<file path="src/rtl/voice_sched_pkg.sv">
// Shared types and defaults for the voice scheduler: FSM state, default widths,
// and the registered voice-pick result.
package voice_sched_pkg;

  localparam int unsigned DefKeyW   = 7;
  localparam int unsigned DefAgeW   = 8;
  // Wide enough for the largest supported bank of 16 voices.
  localparam int unsigned VoiceIdxW = 4;

  typedef enum logic [1:0] {
    StIdle,
    StReady,
    StSearch,
    StIssue
  } state_e;

  typedef struct packed {
    logic [VoiceIdxW-1:0] voice;
    logic                 found;
    logic                 steal;
  } pick_t;

endpackage

</file>
<file path="src/rtl/voice_pick.sv">
// Combinational voice selection: retrigger match first, then lowest free voice,
// then the oldest busy voice as a steal victim (note-on only).
module voice_pick
  import voice_sched_pkg::*;
#(
  parameter int unsigned NUM_VOICES = 4,
  parameter int unsigned KEY_W      = DefKeyW,
  parameter int unsigned AGE_W      = DefAgeW
) (
  input  logic [NUM_VOICES-1:0]       busy,
  input  logic [NUM_VOICES*KEY_W-1:0] keys,
  input  logic [NUM_VOICES*AGE_W-1:0] ages,
  input  logic [KEY_W-1:0]            key_code,
  input  logic                        key_on,
  output pick_t                       pick
);

  logic                 match_found;
  logic [VoiceIdxW-1:0] match_idx;
  logic                 free_found;
  logic [VoiceIdxW-1:0] free_idx;
  logic                 old_found;
  logic [VoiceIdxW-1:0] old_idx;
  logic [AGE_W-1:0]     old_age;

  // Descending scans so the lowest index is the last to win.
  always_comb begin
    match_found = 1'b0;
    match_idx   = '0;
    free_found  = 1'b0;
    free_idx    = '0;
    for (int i = NUM_VOICES - 1; i >= 0; i--) begin
      if (busy[i] && (keys[i*KEY_W +: KEY_W] == key_code)) begin
        match_found = 1'b1;
        match_idx   = VoiceIdxW'(i);
      end
      if (!busy[i]) begin
        free_found = 1'b1;
        free_idx   = VoiceIdxW'(i);
      end
    end
  end

  // Strictly-greater compare keeps the lowest index on age ties.
  always_comb begin
    old_found = 1'b0;
    old_idx   = '0;
    old_age   = '0;
    for (int i = 0; i < NUM_VOICES; i++) begin
      if (busy[i] && (!old_found || (ages[i*AGE_W +: AGE_W] > old_age))) begin
        old_found = 1'b1;
        old_idx   = VoiceIdxW'(i);
        old_age   = ages[i*AGE_W +: AGE_W];
      end
    end
  end

  always_comb begin
    pick = '0;
    if (match_found) begin
      pick.voice = match_idx;
      pick.found = 1'b1;
    end else if (key_on && free_found) begin
      pick.voice = free_idx;
      pick.found = 1'b1;
    end else if (key_on && old_found) begin
      pick.voice = old_idx;
      pick.found = 1'b1;
      pick.steal = 1'b1;
    end
  end

endmodule

</file>
<file path="src/rtl/voice_scheduler.sv">
// Allocates note-on/note-off key events to a bank of playback voices, issuing
// one-cycle start/stop pulses and tracking per-voice ownership, key and age.
module voice_scheduler
  import voice_sched_pkg::*;
#(
  parameter int unsigned NUM_VOICES = 4,
  parameter int unsigned KEY_W      = DefKeyW,
  parameter int unsigned AGE_W      = DefAgeW
) (
  input  logic                             Clk,
  input  logic                             Reset_n,
  input  logic                             init,
  input  logic                             sample_clk,
  input  logic                             key_valid,
  output logic                             key_ready,
  input  logic                             key_on,
  input  logic [KEY_W-1:0]                 key_code,
  input  logic [NUM_VOICES-1:0]            voice_done,
  output logic [NUM_VOICES-1:0]            voice_start,
  output logic [NUM_VOICES-1:0]            voice_stop,
  output logic [NUM_VOICES*KEY_W-1:0]      voice_key,
  output logic [NUM_VOICES-1:0]            voice_busy,
  output logic                             steal,
  output logic [$clog2(NUM_VOICES):0]      active_count
);

  localparam int unsigned      CntW   = $clog2(NUM_VOICES) + 1;
  localparam logic [AGE_W-1:0] AgeMax = '1;

  state_e                      state_q, state_d;
  logic                        ev_on_q;
  logic [KEY_W-1:0]            ev_code_q;
  pick_t                       pick_q, pick_w;
  logic [NUM_VOICES-1:0]       busy_q, busy_d;
  logic [NUM_VOICES*KEY_W-1:0] key_q, key_d;
  logic [AGE_W-1:0]            age_q [NUM_VOICES];
  logic [AGE_W-1:0]            age_d [NUM_VOICES];
  logic [NUM_VOICES*AGE_W-1:0] ages_flat;
  logic                        sc_hist_q;
  logic                        tick;
  logic                        issue;
  logic [NUM_VOICES-1:0]       sel_oh;

  voice_pick #(
    .NUM_VOICES(NUM_VOICES),
    .KEY_W     (KEY_W),
    .AGE_W     (AGE_W)
  ) u_pick (
    .busy    (busy_q),
    .keys    (key_q),
    .ages    (ages_flat),
    .key_code(ev_code_q),
    .key_on  (ev_on_q),
    .pick    (pick_w)
  );

  always_ff @(posedge Clk or negedge Reset_n) begin
    if (!Reset_n) state_q <= StIdle;
    else          state_q <= state_d;
  end

  always_comb begin
    state_d = state_q;
    unique case (state_q)
      StIdle:   if (init) state_d = StReady;
      StReady:  if (key_valid) state_d = StSearch;
      StSearch: state_d = StIssue;
      StIssue:  state_d = StReady;
      default:  state_d = StIdle;
    endcase
  end

  assign issue = (state_q == StIssue);

  always_comb begin
    for (int i = 0; i < NUM_VOICES; i++) begin
      sel_oh[i] = pick_q.found && (pick_q.voice == VoiceIdxW'(i));
    end
  end

  // Outputs depend only on state and the registered event/selection.
  always_comb begin
    key_ready   = (state_q == StReady);
    voice_start = (issue && ev_on_q)  ? sel_oh : '0;
    voice_stop  = (issue && !ev_on_q) ? sel_oh : '0;
    steal       = issue && ev_on_q && pick_q.steal;
  end

  assign tick = sample_clk & ~sc_hist_q;

  always_comb begin
    for (int i = 0; i < NUM_VOICES; i++) begin
      ages_flat[i*AGE_W +: AGE_W] = age_q[i];
    end
  end

  // Issue actions are applied last so a start overrides a same-cycle done or tick.
  always_comb begin
    busy_d = busy_q & ~voice_done;
    key_d  = key_q;
    for (int i = 0; i < NUM_VOICES; i++) begin
      if (busy_q[i] && tick && (age_q[i] != AgeMax)) age_d[i] = age_q[i] + 1'b1;
      else                                          age_d[i] = age_q[i];
    end
    if (issue) begin
      for (int i = 0; i < NUM_VOICES; i++) begin
        if (sel_oh[i]) begin
          if (ev_on_q) begin
            busy_d[i]                = 1'b1;
            key_d[i*KEY_W +: KEY_W] = ev_code_q;
            age_d[i]                 = '0;
          end else begin
            busy_d[i] = 1'b0;
          end
        end
      end
    end
  end

  always_ff @(posedge Clk or negedge Reset_n) begin
    if (!Reset_n) begin
      ev_on_q   <= 1'b0;
      ev_code_q <= '0;
      pick_q    <= '0;
      busy_q    <= '0;
      key_q     <= '0;
      sc_hist_q <= 1'b0;
      for (int i = 0; i < NUM_VOICES; i++) age_q[i] <= '0;
    end else begin
      if ((state_q == StReady) && key_valid) begin
        ev_on_q   <= key_on;
        ev_code_q <= key_code;
      end
      if (state_q == StSearch) pick_q <= pick_w;
      busy_q    <= busy_d;
      key_q     <= key_d;
      sc_hist_q <= sample_clk;
      for (int i = 0; i < NUM_VOICES; i++) age_q[i] <= age_d[i];
    end
  end

  assign voice_busy = busy_q;
  assign voice_key  = key_q;

  always_comb begin
    active_count = '0;
    for (int i = 0; i < NUM_VOICES; i++) active_count = active_count + CntW'(busy_q[i]);
  end

endmodule

</file>
<file path="config.mk">
export PLATFORM = sky130hd
export DESIGN_NAME = voice_scheduler
export DESIGN_NICKNAME = d
export VERILOG_FILES = /design/src/rtl/voice_sched_pkg.sv /design/src/rtl/voice_pick.sv /design/src/rtl/voice_scheduler.sv
export SDC_FILE = /design/constraint.sdc
export NUM_CORES = 1
export LEC_CHECK = 0
export ABC_CLOCK_PERIOD_IN_PS = 6750
export CORE_MARGIN = 2
export CORE_UTILIZATION = 50
export CTS_BUF_LIST = sky130_fd_sc_hd__clkbuf_4 sky130_fd_sc_hd__clkbuf_8
export DETAILED_ROUTE_END_ITERATION = 6
export PLACE_DENSITY = 0.72
export SETUP_SLACK_MARGIN = 0.2
export SLEW_MARGIN = 10
export SYNTH_ARGS = -nofsm -noshare
export SYNTH_HDL_FRONTEND = slang
export SYNTH_SLANG_ARGS = --single-unit
</file>
<file path="constraint.sdc">
create_clock -name Clk -period 6.75 [get_ports Clk]
set_input_delay 1.35 -clock Clk [delete_from_list [all_inputs] [get_ports Clk]]
set_output_delay 1.35 -clock Clk [all_outputs]
set_load 0.01 [all_outputs]
</file>
# --- Word-level counts from Yosys, hierarchy flattened ---
# Index checks and enable logic that the tools add are counted.
# W data, S select, Z words.
word_totals:
  ff_bits: 81
  output_inout_bits: 45
op_classes:
  addsub: 7
  magnitude_cmp: 3
  n_eq_ne: 16
  mux: 55
  n_bitwise: 4
  reduce_logical: 39
op_table:
  columns: ["op", "n"]
  rows:
  - ["$mux W8", 15]
  - ["$add A8 B1 Y8 const B", 4]
  - ["$mux W32", 1]
  - ["$ne A8 B8 Y1 const B", 4]
  - ["$eq A7 B7 Y1", 4]
  - ["$logic_and A1 B1 Y1", 25]
  - ["$gt A8 B8 Y1", 3]
  - ["$mux W2", 12]
  - ["$mux W1", 20]
  - ["$mux W4", 4]
  - ["$reduce_and A3 Y1", 4]
  - ["$mux W5", 2]
  - ["$eq A4 B2 Y1 const B", 2]
  - ["$pmux W2 S4", 1]
  - ["$and A4 B4 Y4", 1]
  - ["$eq A2 B2 Y1 const B", 2]
  - ["$eq A4 B1 Y1 const B", 1]
  - ["$logic_not A1 Y1", 4]
  - ["$logic_not A4 Y1", 1]
  - ["$ne A2 B2 Y1 const B", 2]
  - ["$not A4 Y4", 1]
  - ["$add A2 B1 Y3", 1]
  - ["$add A3 B1 Y3", 1]
  - ["$logic_or A1 B1 Y1", 3]
  - ["other kinds (6)", 6]

# --- Longest topological paths before layout ---
# Gate-level depths: netlist of the first run.
logic_depth:
  ltp_word: 17
  depth_mapped: 21

# --- Cells and area by module ---
# From an unflattened synthesis of the first run, not the netlist that was laid out.
hier_totals:
  hier_cells: 494
  area_unflattened_um2: 5177.5
by_module_without_submodules:
  columns: ["module", "n_inst", "cells_each", "area_per_inst_um2"]
  rows:
  - ["voice_scheduler", 1, 319, 3778.6]
  - ["voice_pick", 1, 175, 1398.8]

# --- Worst setup path after synthesis of the first run ---
# No wires, ideal clock.
synth_path:
  kind: "register to register"
  startpoint: "reg busy_q[0], in the netlist voice_busy[0]"
  endpoint: "reg pick_q[2] (netlist name)"
  setup_time_ns: 0.116
  t_arrival_ns: 4.995
  slack_ns: 1.640
  stages_incl_launch_ff: 22
  path_buffers: 1
  period_less_slack_ns: 5.110
  path_cell_list: "dfrtp_1 > clkbuf_1 > nand2_1 > ha_1 > nor2b_1 > o211ai_2 > a21oi_2 > o41ai_4 > mux2_2 > ha_1 > a21oi_1 > o211ai_1 > o21ai_0 > a21oi_2 > mux2_2 > ha_1 > nor2b_1 > o211ai_1 > a21o_1 > a21o_1 > o221a_2 > o311ai_0"
synth_via:
  elab_chain_len: 17
  word_cells_on_any_way: 32
synth_rtl:
  columns: ["element", "line_no", "source"]
  rows:
  - ["start: declaration", "voice_scheduler.sv:34", "logic [NUM_VOICES-1:0] busy_q, busy_d;"]
  - ["start signal: assignment", "voice_scheduler.sv:135", "busy_q <= busy_d;"]
  - ["$mux W8 / $mux W1 (equally long branches)", "voice_pick.sv:50", "if (busy[i] && (!old_found || (ages[i*AGE_W +: AGE_W] > old_age))) begin"]
  - ["$gt A8 B8 Y1 / $logic_not A1 Y1 (equally long branches)", "voice_pick.sv:50", null]
  - ["$logic_or A1 B1 Y1", "voice_pick.sv:50", null]
  - ["$logic_and A1 B1 Y1", "voice_pick.sv:50", null]
  - ["$mux W8 / $mux W1 (equally long branches)", "voice_pick.sv:50", null]
  - ["$gt A8 B8 Y1 / $logic_not A1 Y1 (equally long branches)", "voice_pick.sv:50", null]
  - ["$logic_or A1 B1 Y1", "voice_pick.sv:50", null]
  - ["$logic_and A1 B1 Y1", "voice_pick.sv:50", null]
  - ["$mux W8 / $mux W1 (equally long branches)", "voice_pick.sv:50", null]
  - ["$gt A8 B8 Y1 / $logic_not A1 Y1 (equally long branches)", "voice_pick.sv:50", null]
  - ["$logic_or A1 B1 Y1", "voice_pick.sv:50", null]
  - ["$logic_and A1 B1 Y1", "voice_pick.sv:50", null]
  - ["$mux W1", "voice_pick.sv:50", null]
  - ["$logic_and A1 B1 Y1", "voice_pick.sv:66", "end else if (key_on && old_found) begin"]
  - ["$mux W4", "voice_pick.sv:66", null]
  - ["$mux W5", "voice_pick.sv:63", "end else if (key_on && free_found) begin"]
  - ["$mux W5 *", "voice_pick.sv:60", "if (match_found) begin"]
  - ["end signal: assignment", "voice_scheduler.sv:134", "if (state_q == StSearch) pick_q <= pick_w;"]
  - ["end: declaration", "voice_scheduler.sv:33", "pick_t pick_q, pick_w;"]
# Mark *: on every way between the ends. The rest lies on a longest branch, timed or not.
# A chain may end at the register's enable or synchronous reset.

# --- Worst setup path after layout of the first run ---
# Same ends and word-level chain as after synthesis.

==> results of run 1 <==
[registers in the layout, indices dropped and copies added (netlist names)]
register / flops
voice_key: 28
pick_q: 4
sc_hist_q: 1
voice_busy: 4
ev_on_q: 1
ev_code_q: 7
age_q: 32
state_q: 2
[Yosys cell counts (all sizes together) (3+ instances only)]
cell,number
nand2,93
dfrtp,79
nor2,44
inv,39
ha,36
mux2,32
xor2,28
xnor2,23
nand3,18
a21oi,14
nand4,11
nor3,11
o21ai,11
buf,8
nor4,8
clkbuf,7
nor2b,5
or3,5
and3,4
mux2i,4
nand2b,4
o211ai,4
and2,3
o311ai,3
[final cells by class]
class | count | area (um^2) | area share [%]
multi-input cells | 380 | 2590 | 45.6
well taps | 129 | 161 | 2.84
inverters | 39 | 146 | 2.57
clock buffers | 11 | 145 | 2.55
repair buffers | 63 | 623 | 11.0
clock inverters | 5 | 41.3 | 0.726
flip-flops and latches | 79 | 1980 | 34.8
[layer usage]
| metal | vias to the layer above | part of all wire (%) | track usage (%) |
|---|---|---|---|
| li1 | 1850 | - | - |
| met1 | 1779 | 46 | 31.1 |
| met2 | 72 | 48 | 37.9 |
| met3 | 11 | 4.2 | 4.55 |
| met4 | 0 | 1.5 | 6.65 |
| met5 | - | 0 | 0 |
[worst paths after layout]
check | depth (start not counted) | from | slack [ns] | to
hold reg to reg | 2 | voice_key[6]$_DFFE_PN0P_ | 0.53 | voice_key[6]$_DFFE_PN0P_
hold / removal | 2 | voice_key[6]$_DFFE_PN0P_ | 0.53 | voice_key[6]$_DFFE_PN0P_
max in group asynchronous | 1 | Reset_n | 4.95 | voice_key[24]$_DFFE_PN0P_
setup reg to reg | 20 | voice_busy[0]$_DFF_PN0_ | 1.14 | pick_q[2]$_DFFE_PN0N_
setup / recovery | 20 | voice_busy[0]$_DFF_PN0_ | 1.14 | pick_q[2]$_DFFE_PN0N_
min in group asynchronous | 1 | Reset_n | 1.11 | age_q[26]$_DFF_PN0_
[power by group through the flow]
stage | Clock, mW | Combinational, mW | Sequential, mW
after detailed placement | 0 | 0.430 | 0.705
after global placement | 0 | 0.414 | 0.700
final | 0.339 | 0.425 | 0.694
after floorplan | 0 | 0.348 | 0.617
after global routing | 0.367 | 0.478 | 0.711
after CTS | 0.348 | 0.432 | 0.695
[cell families after synthesis]
| group | after synthesis | synth area share (%) |
|---|---|---|
| and+or+nand+nor | 209 | 19.5 |
| DFF | 79 | 41.3 |
| buffers and inverters | 54 | 4.45 |
| xor gates and xnor gates | 51 | 9.34 |
| AOI/OAI and AO/OA | 47 | 7.06 |
| adders and majority gates | 37 | 9.84 |
| muxes | 36 | 8.45 |
[metrics by stage]
| stage | worst slack, ns | cells | hold slack (ns) |
|---|---|---|---|
| 2_1_floorplan | 1.64 | 513 | 0.492 |
| 3_3_place_gp | 1.50 | 690 | 0.506 |
| 3_5_place_dp | 1.17 | 690 | 0.514 |
| 4_1_cts | 1.18 | 706 | 0.536 |
| 5_1_grt | 0.762 | 706 | 0.567 |
| 6_report | 1.14 | 706 | 0.531 |
[worst max-delay path, cell delays in order, from the launching register on]
cell	delay (ns)
dfrtp_1	0.59
nand2_1	0.14
ha_1	0.32
nor2b_1	0.15
o211ai_2	0.15
a21oi_2	0.09
o41ai_4	0.65
mux2_2	0.42
ha_1	0.31
a21oi_1	0.08
o211ai_1	0.24
o21ai_0	0.14
a21oi_2	0.44
mux2_2	0.40
ha_1	0.29
nor2b_1	0.13
o211ai_1	0.09
a21o_1	0.17
a21o_1	0.15
o221a_2	0.23
o311ai_0	0.30
==> metrics.md, run 1 <==
| Metric | Value |
|---|---|
| Min-Delay Path Class | `reg -> reg` |
| Syn. warnings | `0` |
| Largest net degree at the start of global routing | `80` |
| Total global routing overflow | `0` |
| FMAX | `between 0.15 and 0.2 GHz` |
| DP Area | `0.00550 mm^2` |
| Initial core utilization | `between 50% and 60%` |
| Via density | `around 5.3` |
| Setup crit end kind | `flop` |
| Worst skew pair latency | `~0.36 ns` |
| First-pass GRT wire length | `~19000 um` |
| DR WL/cell | `~16 um` |
| CP Data Arrival Time | `~5.9 ns` |
| CTS tree | `done` |
| Synth Cell Area | `approximately 0.0048 mm^2` |
| GR Util All Layers | `around 23%` |
| Fraction of layout cells with a size suffix above 1 | `under 10%` |
| Synthesized area per cell | `just over 9 um^2` |
| Most frequent cells in the layout | `93 x nand2_1, 79 x dfrtp_1, 60 x clkdlybuf4s50_1` |
| Switch Pwr | `537 uW` |
| Setup TNS | `0 ns` |
| Max cap viols | `0` |
| Port Buffers | `between 60 and 70` |
| Chip width | `just over 100 um` |
| # diodes | `0` |
| Critical Path Fanout Max | `14` |
| Worst-path clk slew | `approximately 0.090 ns` |
| Pint | `~920 uW` |
| Post-CTS resize count | `0` |
| Antenna violation net count after detailed routing | `0` |
| Final period util | `83.1%` |
| Final min period | `5.61 ns` |
| FP Rows | `35` |
| Maximum vdd ir drop | `about 0.0003 V` |
| Power per cell area | `256 mW/mm^2` |
| CP Class | `reg -> reg` |
| Sequential area share after synthesis | `~41%` |
| Leak | `~2.6 nW` |
| Least-Margin Pin Slew | `about 1.0 ns` |
| CTS max path bufs | `2` |
| IO Count | `62` |
| Number of antenna violations at the first check in global routing | `0` |
| Post-synthesis register bit count | `79` |
| Seq pwr share | `a little under half` |
| Pins Over Slew Limit | `0` |
| Library cells used by synthesis | `between 40 and 50` |
| # clock sinks | `approximately 80` |
| Top cells by area, synth | `dfrtp_1 41%, ha_1 9.4%, nand2_1 7.3%` |
| Filler cells | `816` |
| Comb power frac | `between 20 and 30%` |
| Post-synth EDFFs | `0` |
| Hold Vio Cnt, Final | `0` |
| Fin area | `around 0.0057 mm^2` |
| Commonest non-fill, non-tap cell in the layout | `nand2_1` |
| Top_reg_cell synth | `dfrtp_1` |
| Max-Slew Margin vs Limit | `between 30% and 40%` |
| Core Util, Final | `~62%` |
| Nets | `between 600 and 700` |
| RSZ-0062 raised after global routing | `no` |
| Crit start category | `flop` |
| Hpwl dp | `8310 um` |
| Clk pwr share | `23.3%` |
| # DRC | `0` |
| Net Sw Frac | `a little under two fifths` |
| Yosys top cell area share | `around two fifths` |
| Design Power | `around 1.5 mW` |
| Cts hold-fix bufs | `0` |
| Data required time of the worst path | `7.00 ns` |
| Die Height | `about 100 um` |
| CTS Root Cell | `clkbuf_8` |
| Clock skew | `between 0.01 and 0.015 ns` |
| Vias in the first global route | `~3700` |
| Synthesized instance count | `between 500 and 600` |
| Vias after detailed routing | `roughly 3700` |
| Core Area | `~0.0092 mm^2` |
| Asr flop ratio synth | `between 90% and 100%` |
| Post-synth net total | `~570` |
| CTS Buf Count | `9` |
| Status | `finished, final reports clean` |
| Total Routed Length | `between 10000 and 15000 um` |
| Initial DRT Pass Iterations | `4` |
| H-tree depth | `3` |
| Routability cong. | `a little under 0.9` |
| Die ar. | `about 0.010 mm^2` |
| Setup Buffers After CTS | `0` |
| Initial drt markers | `between 150 and 200` |
| Area growth, synth to finish | `18.9%` |
| Leading area contributor after synthesis | `dfrtp_1` |
| Setup Viol. Count Final | `0` |
Note: power is estimated with default switching activity, not from simulation.
==> run 2, diff against run 1 <==
- ABC_CLOCK_PERIOD_IN_PS: 6750 -> 4950
- PLACE_DENSITY: 0.72 -> 0.75
- clock period: 6.75 -> 4.95 ns (I/O delays scaled with it)
==> metrics.md, run 2 (same netlist as run 1, synthesis figures left out) <==
| Metric | Value |
|---|---|
| Antenna violation net count after detailed routing | `0 (unchanged)` |
| Initial DRT Pass Iterations | `4 (unchanged)` |
| Die Height | `102 um (unchanged)` |
| Critical path startpoint | `voice_busy[0]$_DFF_PN0_ (unchanged)` |
| # DRC | `0 (unchanged)` |
| Setup Viol. Count Final | `0 (unchanged)` |
| Nets | `638 (was 626)` |
| FP Rows | `35 (unchanged)` |
| Vias after detailed routing | `3951 (was 3712)` |
| Worst-path clk slew | `0.09 ns (about the same)` |
| Crit start category | `flop (unchanged)` |
| Chip width | `102 um (unchanged)` |
| Largest net degree at the start of global routing | `80 (unchanged)` |
| CTS max path bufs | `2 (unchanged)` |
| CP Data Arrival Time | `5.13 ns (was 5.87 ns)` |
| Hpwl dp | `8280 um (was 8310 um)` |
| Pins Over Slew Limit | `0 (unchanged)` |
| Port Buffers | `61 (unchanged)` |
| Critical Path Fanout Max | `6 (was 14)` |
| FMAX | `0.206 GHz (was 0.178 GHz)` |
| Number of antenna violations at the first check in global routing | `0 (unchanged)` |
| # clock sinks | `79 (unchanged)` |
| Initial core utilization | `51.8% (unchanged)` |
| CTS tree | `done (unchanged)` |
| Area of the multi-input gates | `0.00288 mm^2 (was 0.00259 mm^2)` |
| GR Util All Layers | `23.8% (was 23.1%)` |
| Filler cells | `754 (was 816)` |
| # placed instances | `691 (was 690)` |
| Commonest non-fill, non-tap cell in the layout | `nand2_1 (unchanged)` |
| Data required time of the worst path | `5.21 ns (was 7.00 ns)` |
| RSZ-0062 raised after global routing | `yes (was no)` |
| Core Area | `0.00924 mm^2 (unchanged)` |
| # diodes | `0 (unchanged)` |
| Die ar. | `0.0104 mm^2 (unchanged)` |
| Sequential cell area | `0.00198 mm^2 (about the same)` |
| Max FFs per register | `32 (unchanged)` |
| Wl on met1 | `5130 um (was 5070 um)` |
| Hold Startpoint | `voice_key[3]$_DFFE_PN0P_ (was voice_key[6]$_DFFE_PN0P_)` |
| Via density | `5.50 (was 5.26)` |
| Most flops, register | `age_q (unchanged)` |
| Met3 WL | `557 um (was 461 um)` |
| Area growth, synth to finish | `27.2% (was 18.9%)` |
| Setup WS pre-CTS | `-0.105 ns (was 1.17 ns)` |
| Max cap viols | `0 (unchanged)` |
| Total global routing overflow | `0 (unchanged)` |
| DR WL/cell | `17.2 um (was 15.6 um)` |
| First-pass GRT wire length | `19200 um (was 18500 um)` |
| Most frequent cells in the layout | `90 x nand2_1, 76 x dfrtp_1, 60 x clkdlybuf4s50_1 (was 93 x nand2_1, 79 x dfrtp_1, 60 x clkdlybuf4s50_1)` |
| Maximum vdd ir drop | `0.000276 V (was 0.000299 V)` |
| Leak | `2.78 nW (was 2.62 nW)` |
| Min-Delay Path Class | `reg -> reg (unchanged)` |
| Vias in the first global route | `3947 (was 3696)` |
| DR top layer | `met4 (unchanged)` |
| Routability cong. | `0.904 (was 0.879)` |
| Clock skew | `0.0105 ns (was 0.0133 ns)` |
| Max-Slew Margin vs Limit | `32.8% (was 33.2%)` |
| Status | `finished, final reports clean (unchanged)` |
| Met2 WL post-DR | `6430 um (was 5320 um)` |
| Hold Vio Cnt, Final | `0 (unchanged)` |
| Cts hold-fix bufs | `0 (unchanged)` |
| CTS Buf Count | `9 (unchanged)` |
| Worst Slack Setup Final | `0.0838 ns (was 1.14 ns)` |
| Worst skew pair latency | `0.35 ns (was 0.36 ns)` |
| Setup crit end kind | `flop (unchanged)` |
| H-tree depth | `3 (unchanged)` |
| Fraction of layout cells with a size suffix above 1 | `16.8% (was 9.88%)` |
| Final min period | `4.87 ns (was 5.61 ns)` |
| CTS Root Cell | `clkbuf_8 (unchanged)` |
| Layout Cells excl Fill | `718 (was 706)` |
| Power per cell area | `345 mW/mm^2 (was 256 mW/mm^2)` |
| Initial drt markers | `177 (was 176)` |
| Least-Margin Pin Slew | `1.01 ns (was 1.00 ns)` |
| Final period util | `98.3% (was 83.1%)` |
| CP Class | `reg -> reg (unchanged)` |
| FF-to-FF Start | `voice_busy[0]$_DFF_PN0_ (unchanged)` |
| Total Routed Length | `12400 um (was 11000 um)` |
| IO Count | `62 (unchanged)` |
## run 2: power by group
| group | switching [mW] | leakage, nW | total, mW | internal, mW |
|---|---|---|---|---|
| clock network | 0.260 | 0.0989 | 0.509 | 0.249 |
| registers | 0.197 | 1.04 | 0.945 | 0.748 |
| logic | 0.308 | 1.64 | 0.645 | 0.336 |
| total | 0.765 | 2.78 | 2.10 | 1.33 |
## run 2: cell type report
type | instances | area share, %
sequential | 79 | 32.6
timing repair buffer | 74 | 11.7
multi-input combinational | 381 | 47.3
inverter | 39 | 2.41
clock inverter | 6 | 1.11
tap | 129 | 2.65
clock buffer | 10 | 2.26
## run 2: worst max-delay path: stages, from the launching register on
cell and delay, ns:
dfrtp_2 0.45, buf_6 0.14, and2_4 0.16, ha_4 0.14
nor2b_4 0.04, o211ai_2 0.14, a21oi_2 0.10, o41ai_4 0.40
buf_4 0.21, mux2_2 0.37, ha_1 0.32, nand4_1 0.11
o31a_1 0.21, o21ai_4 0.10, a21oi_4 0.27, mux2_4 0.35
ha_4 0.27, nor2b_1 0.13, o211ai_1 0.09, a21o_1 0.17
a21o_1 0.16, o221a_2 0.25, o311ai_2 0.20
## run 2: final timing paths
| check | cells after the start | to | slack (ns) |
|---|---|---|---|
| worst min register to register | 2 | voice_key[3]$_DFFE_PN0P_ | 0.53 |
| max in group asynchronous | 1 | voice_busy[0]$_DFF_PN0_ | 3.45 |
| worst max register to register | 22 | pick_q[2]$_DFFE_PN0N_ | 0.08 |
| min in group asynchronous | 1 | age_q[23]$_DFF_PN0_ | 0.81 |
| worst max-delay path | 22 | pick_q[2]$_DFFE_PN0N_ | 0.08 |
| worst min-delay path | 2 | voice_key[3]$_DFFE_PN0P_ | 0.53 |
## run 2: layer usage
| layer | GRT usage [%] | vias to the layer above |
|---|---|---|
| li1 | - | 1869 |
| met1 | 30.6 | 1961 |
| met2 | 40.7 | 104 |
| met3 | 4.21 | 17 |
| met4 | 8.00 | 0 |
| met5 | 0 | - |
## run 2: repair_timing
action | 4_1_cts | 5_1_grt
pin swaps | 2 | 8
gates cloned | 1 | 1
gates resized for setup | 4 | 40
setup endpoints to repair | 2 | 2
buffers inserted | 4 | 5
## run 2: through the flow
step                power [mW]  instance area [um^2]  util (%)  TNS, ns  hold slack [ns]
global placement          1.52                  5550      60.0        0            0.509
floorplan                 1.32                  4830         -        0            0.492
global route              2.23                  6080      65.8   -0.108            0.574
CTS                       2.06                  5800      62.8        0            0.535
detailed placement        1.55                  5550      60.0   -0.164            0.513
finish                    2.10                  6080      65.8        0            0.526
==> run 3, diff against run 2 <==
- CTS_CLUSTER_DIAMETER: default -> 150
- RECOVER_POWER: default -> 100
==> metrics.md, run 3 (same netlist as run 1, synthesis figures left out) <==
| Metric | Value |
|---|---|
| Status | `complete, but fails checks (was finished, final reports clean)` |
| Failing checks | `max-capacitance violations, max-slew violations` |
| Vias after detailed routing | `3960 (was 3951)` |
| Most frequent cells in the layout | `90 x nand2_1, 76 x dfrtp_1, 47 x dlygate4sd3_1 (was 90 x nand2_1, 76 x dfrtp_1, 60 x clkdlybuf4s50_1)` |
| Max FFs per register | `32 (unchanged)` |
| Leak | `2.91 nW (was 2.78 nW)` |
| Total global routing overflow | `0 (unchanged)` |
| Vias in the first global route | `3947 (unchanged)` |
| Pins Over Slew Limit | `80 (was 0)` |
| Maximum vdd ir drop | `0.000276 V (about the same)` |
| Total Routed Length | `12400 um (about the same)` |
| Die Height | `102 um (unchanged)` |
| Die ar. | `0.0104 mm^2 (unchanged)` |
| Data required time of the worst path | `5.21 ns (about the same)` |
| Largest net degree at the start of global routing | `80 (unchanged)` |
| Hpwl dp | `8280 um (unchanged)` |
| CP Class | `reg -> reg (unchanged)` |
| Hold Startpoint | `voice_key[3]$_DFFE_PN0P_ (unchanged)` |
| GR Util All Layers | `23.8% (unchanged)` |
| Chip width | `102 um (unchanged)` |
| Area growth, synth to finish | `27.0% (was 27.2%)` |
| DR WL/cell | `17.2 um (about the same)` |
| Critical path startpoint | `voice_busy[0]$_DFF_PN0_ (unchanged)` |
| Net Sw Frac | `36.7% (was 36.5%)` |
| GR peak layer | `met2 (unchanged)` |
| Hold Vio Cnt, Final | `0 (unchanged)` |
| Comb power frac | `30.1% (was 30.7%)` |
| Worst Slack Setup Final | `0.0880 ns (was 0.0838 ns)` |
| Setup Viol. Count Final | `0 (unchanged)` |
| Number of antenna violations at the first check in global routing | `0 (unchanged)` |
| Via density | `5.52 (was 5.50)` |
| Antenna violation net count after detailed routing | `0 (unchanged)` |
| Power per cell area | `342 mW/mm^2 (was 345 mW/mm^2)` |
| FF-to-FF End | `pick_q[2]$_DFFE_PN0N_ (unchanged)` |
| Max incr delay on CP | `0.45 ns (about the same)` |
| Max-Slew Margin vs Limit | `-31.6% (was 32.8%)` |
| M2 GR Usage | `40.7% (unchanged)` |
| Initial drt markers | `182 (was 177)` |
| Core Area | `0.00924 mm^2 (unchanged)` |
| Clock skew | `0.0106 ns (was 0.0105 ns)` |
| Critical-path top delay cell | `dfrtp_2 (unchanged)` |
| Reg2reg setup slack | `0.09 ns (was 0.08 ns)` |
| Worst hold margin | `0.523 ns (was 0.526 ns)` |
| CTS Buf Count | `9 (unchanged)` |
| Final period util | `98.2% (was 98.3%)` |
| H-tree depth | `3 (unchanged)` |
| First-pass GRT wire length | `19200 um (unchanged)` |
| Worst-path clk slew | `0.09 ns (about the same)` |
| Filler cells | `759 (was 754)` |
| CTS Root Cell | `clkbuf_8 (unchanged)` |
| Met1 Use GR | `30.6% (unchanged)` |
| Clk pwr share | `24.5% (was 24.3%)` |
| Least-Margin Pin Slew | `1.97 ns (was 1.01 ns)` |
| FP Rows | `35 (unchanged)` |
| # diodes | `0 (unchanged)` |
| FF-to-FF Start | `voice_busy[0]$_DFF_PN0_ (unchanged)` |
| CTS max path bufs | `2 (unchanged)` |
| RSZ-0062 raised after global routing | `yes (unchanged)` |
| Nets | `638 (unchanged)` |
| Routability cong. | `0.904 (unchanged)` |
| Setup WS pre-CTS | `-0.105 ns (unchanged)` |
| Most flops, register | `age_q (unchanged)` |
| FMAX | `0.206 GHz (about the same)` |
| Design Power | `2.08 mW (was 2.10 mW)` |
| Min-Delay Path Class | `reg -> reg (unchanged)` |
| Critical path cell sequence | `buf_6 > and2_4 > ha_4 > nor2b_4 > o211ai_2 > a21oi_2 > o41ai_4 > buf_4 > mux2_2 > ha_1 > nand4_1 > o31a_1 > o21ai_4 > a21oi_4 > mux2_4 > ha_4 > nor2b_1 > o211ai_1 > a21o_1 > a21o_1 > o221a_2 > o311ai_2 (unchanged)` |
| Port Buffers | `61 (unchanged)` |
| Hold Crit Depth | `2 (unchanged)` |
| Max cap viols | `1 (was 0)` |
| # DRC | `0 (unchanged)` |
| # clock sinks | `79 (unchanged)` |
| Met3 Resource Use GR | `4.21% (unchanged)` |
| CP Data Arrival Time | `5.13 ns (about the same)` |
| # placed instances | `691 (unchanged)` |
| Seq pwr share | `45.4% (was 45.0%)` |
| Commonest non-fill, non-tap cell in the layout | `nand2_1 (unchanged)` |
| Final min period | `4.86 ns (was 4.87 ns)` |
| Setup crit end kind | `flop (unchanged)` |
| Cts hold-fix bufs | `0 (unchanged)` |
| Worst skew pair latency | `0.35 ns (about the same)` |
| Critical Path Fanout Max | `6 (unchanged)` |
| Initial core utilization | `51.8% (unchanged)` |
| CTS tree | `done (unchanged)` |
| Pint | `1.31 mW (was 1.33 mW)` |
| CP endpoint | `pick_q[2]$_DFFE_PN0N_ (unchanged)` |
| Switch Pwr | `764 uW (was 765 uW)` |
| Crit start category | `flop (unchanged)` |
| Worst Reg-to-Reg Cells | `22 (unchanged)` |
| Initial DRT Pass Iterations | `5 (was 4)` |
| IO Count | `62 (unchanged)` |
| Layout Cells excl Fill | `718 (unchanged)` |
| Fraction of layout cells with a size suffix above 1 | `16.5% (was 16.8%)` |
[run 3: changes by cell type in the layout (fill, tap and decap cells not counted)]
cell             change
clkdlybuf4s50_1     -47
dlygate4sd3_1       +47
buf_4                -3
and2_0               +2
and2_1               -2
clkbuf_1             +2
clkbuf_2             +1
o311ai_0             +1
o311ai_1             -1
[run 3: layout make-up]
class,count,area (um^2),area share [%]
clock buffers,10,138,2.27
inverters,39,146,2.41
clock inverters,6,67.6,1.11
well taps,129,161,2.66
multi-input cells,381,2880,47.4
flip-flops and latches,79,1980,32.6
repair buffers,74,703,11.6
[run 3: routing by layer]
metal	wire length, um	part of all wire [%]
met2	6440	52
met1	5150	42
met3	572	4.6
met5	0	0
met4	209	1.7
[run 3: worst min path at each step]
stage                                end  slack (ns)
2_1_floorplan      pick_q[0]$_DFFE_PN0N_        0.49
3_3_place_gp   voice_key[19]$_DFFE_PN0P_        0.51
3_5_place_dp    voice_key[3]$_DFFE_PN0P_        0.51
4_1_cts         voice_key[3]$_DFFE_PN0P_        0.53
5_1_grt        voice_key[19]$_DFFE_PN0P_        0.57
6_report        voice_key[3]$_DFFE_PN0P_        0.52
[run 3: timing repair]
item / CTS / global route
cloned: 1 / 1
setup buffers: 4 / 5
pin swaps: 2 / 8
endpoints found under the hold margin: 0 / 0
endpoints found under the setup margin: 2 / 2
resized for setup: 4 / 40
[run 3: critical path, delay by kind of cell, from the launching register on]
kind,cells,cell delay [ns]
DFF,1,0.45
AOI/OAI and AO/OA,11,2.09
adders and majority gates,3,0.73
and+or+nand+nor,4,0.45
buffers and inverters,2,0.35
muxes,2,0.71
[run 3: power groups by stage]
stage	logic (mW)	clock network, mW	registers, mW
floorplan	0.482	0	0.841
global route	0.698	0.541	0.969
CTS	0.609	0.513	0.941
global placement	0.567	0	0.951
finish	0.627	0.508	0.944
detailed placement	0.591	0	0.956
[run 3: through the flow]
step                      TNS (ns)  instance area [um^2]  util (%)
after global routing        -0.108                  6070      65.7
after floorplan                  0                  4830         -
final                            0                  6070      65.7
after global placement           0                  5550      60.0
after detailed placement    -0.164                  5550      60.0
after CTS                        0                  5800      62.8
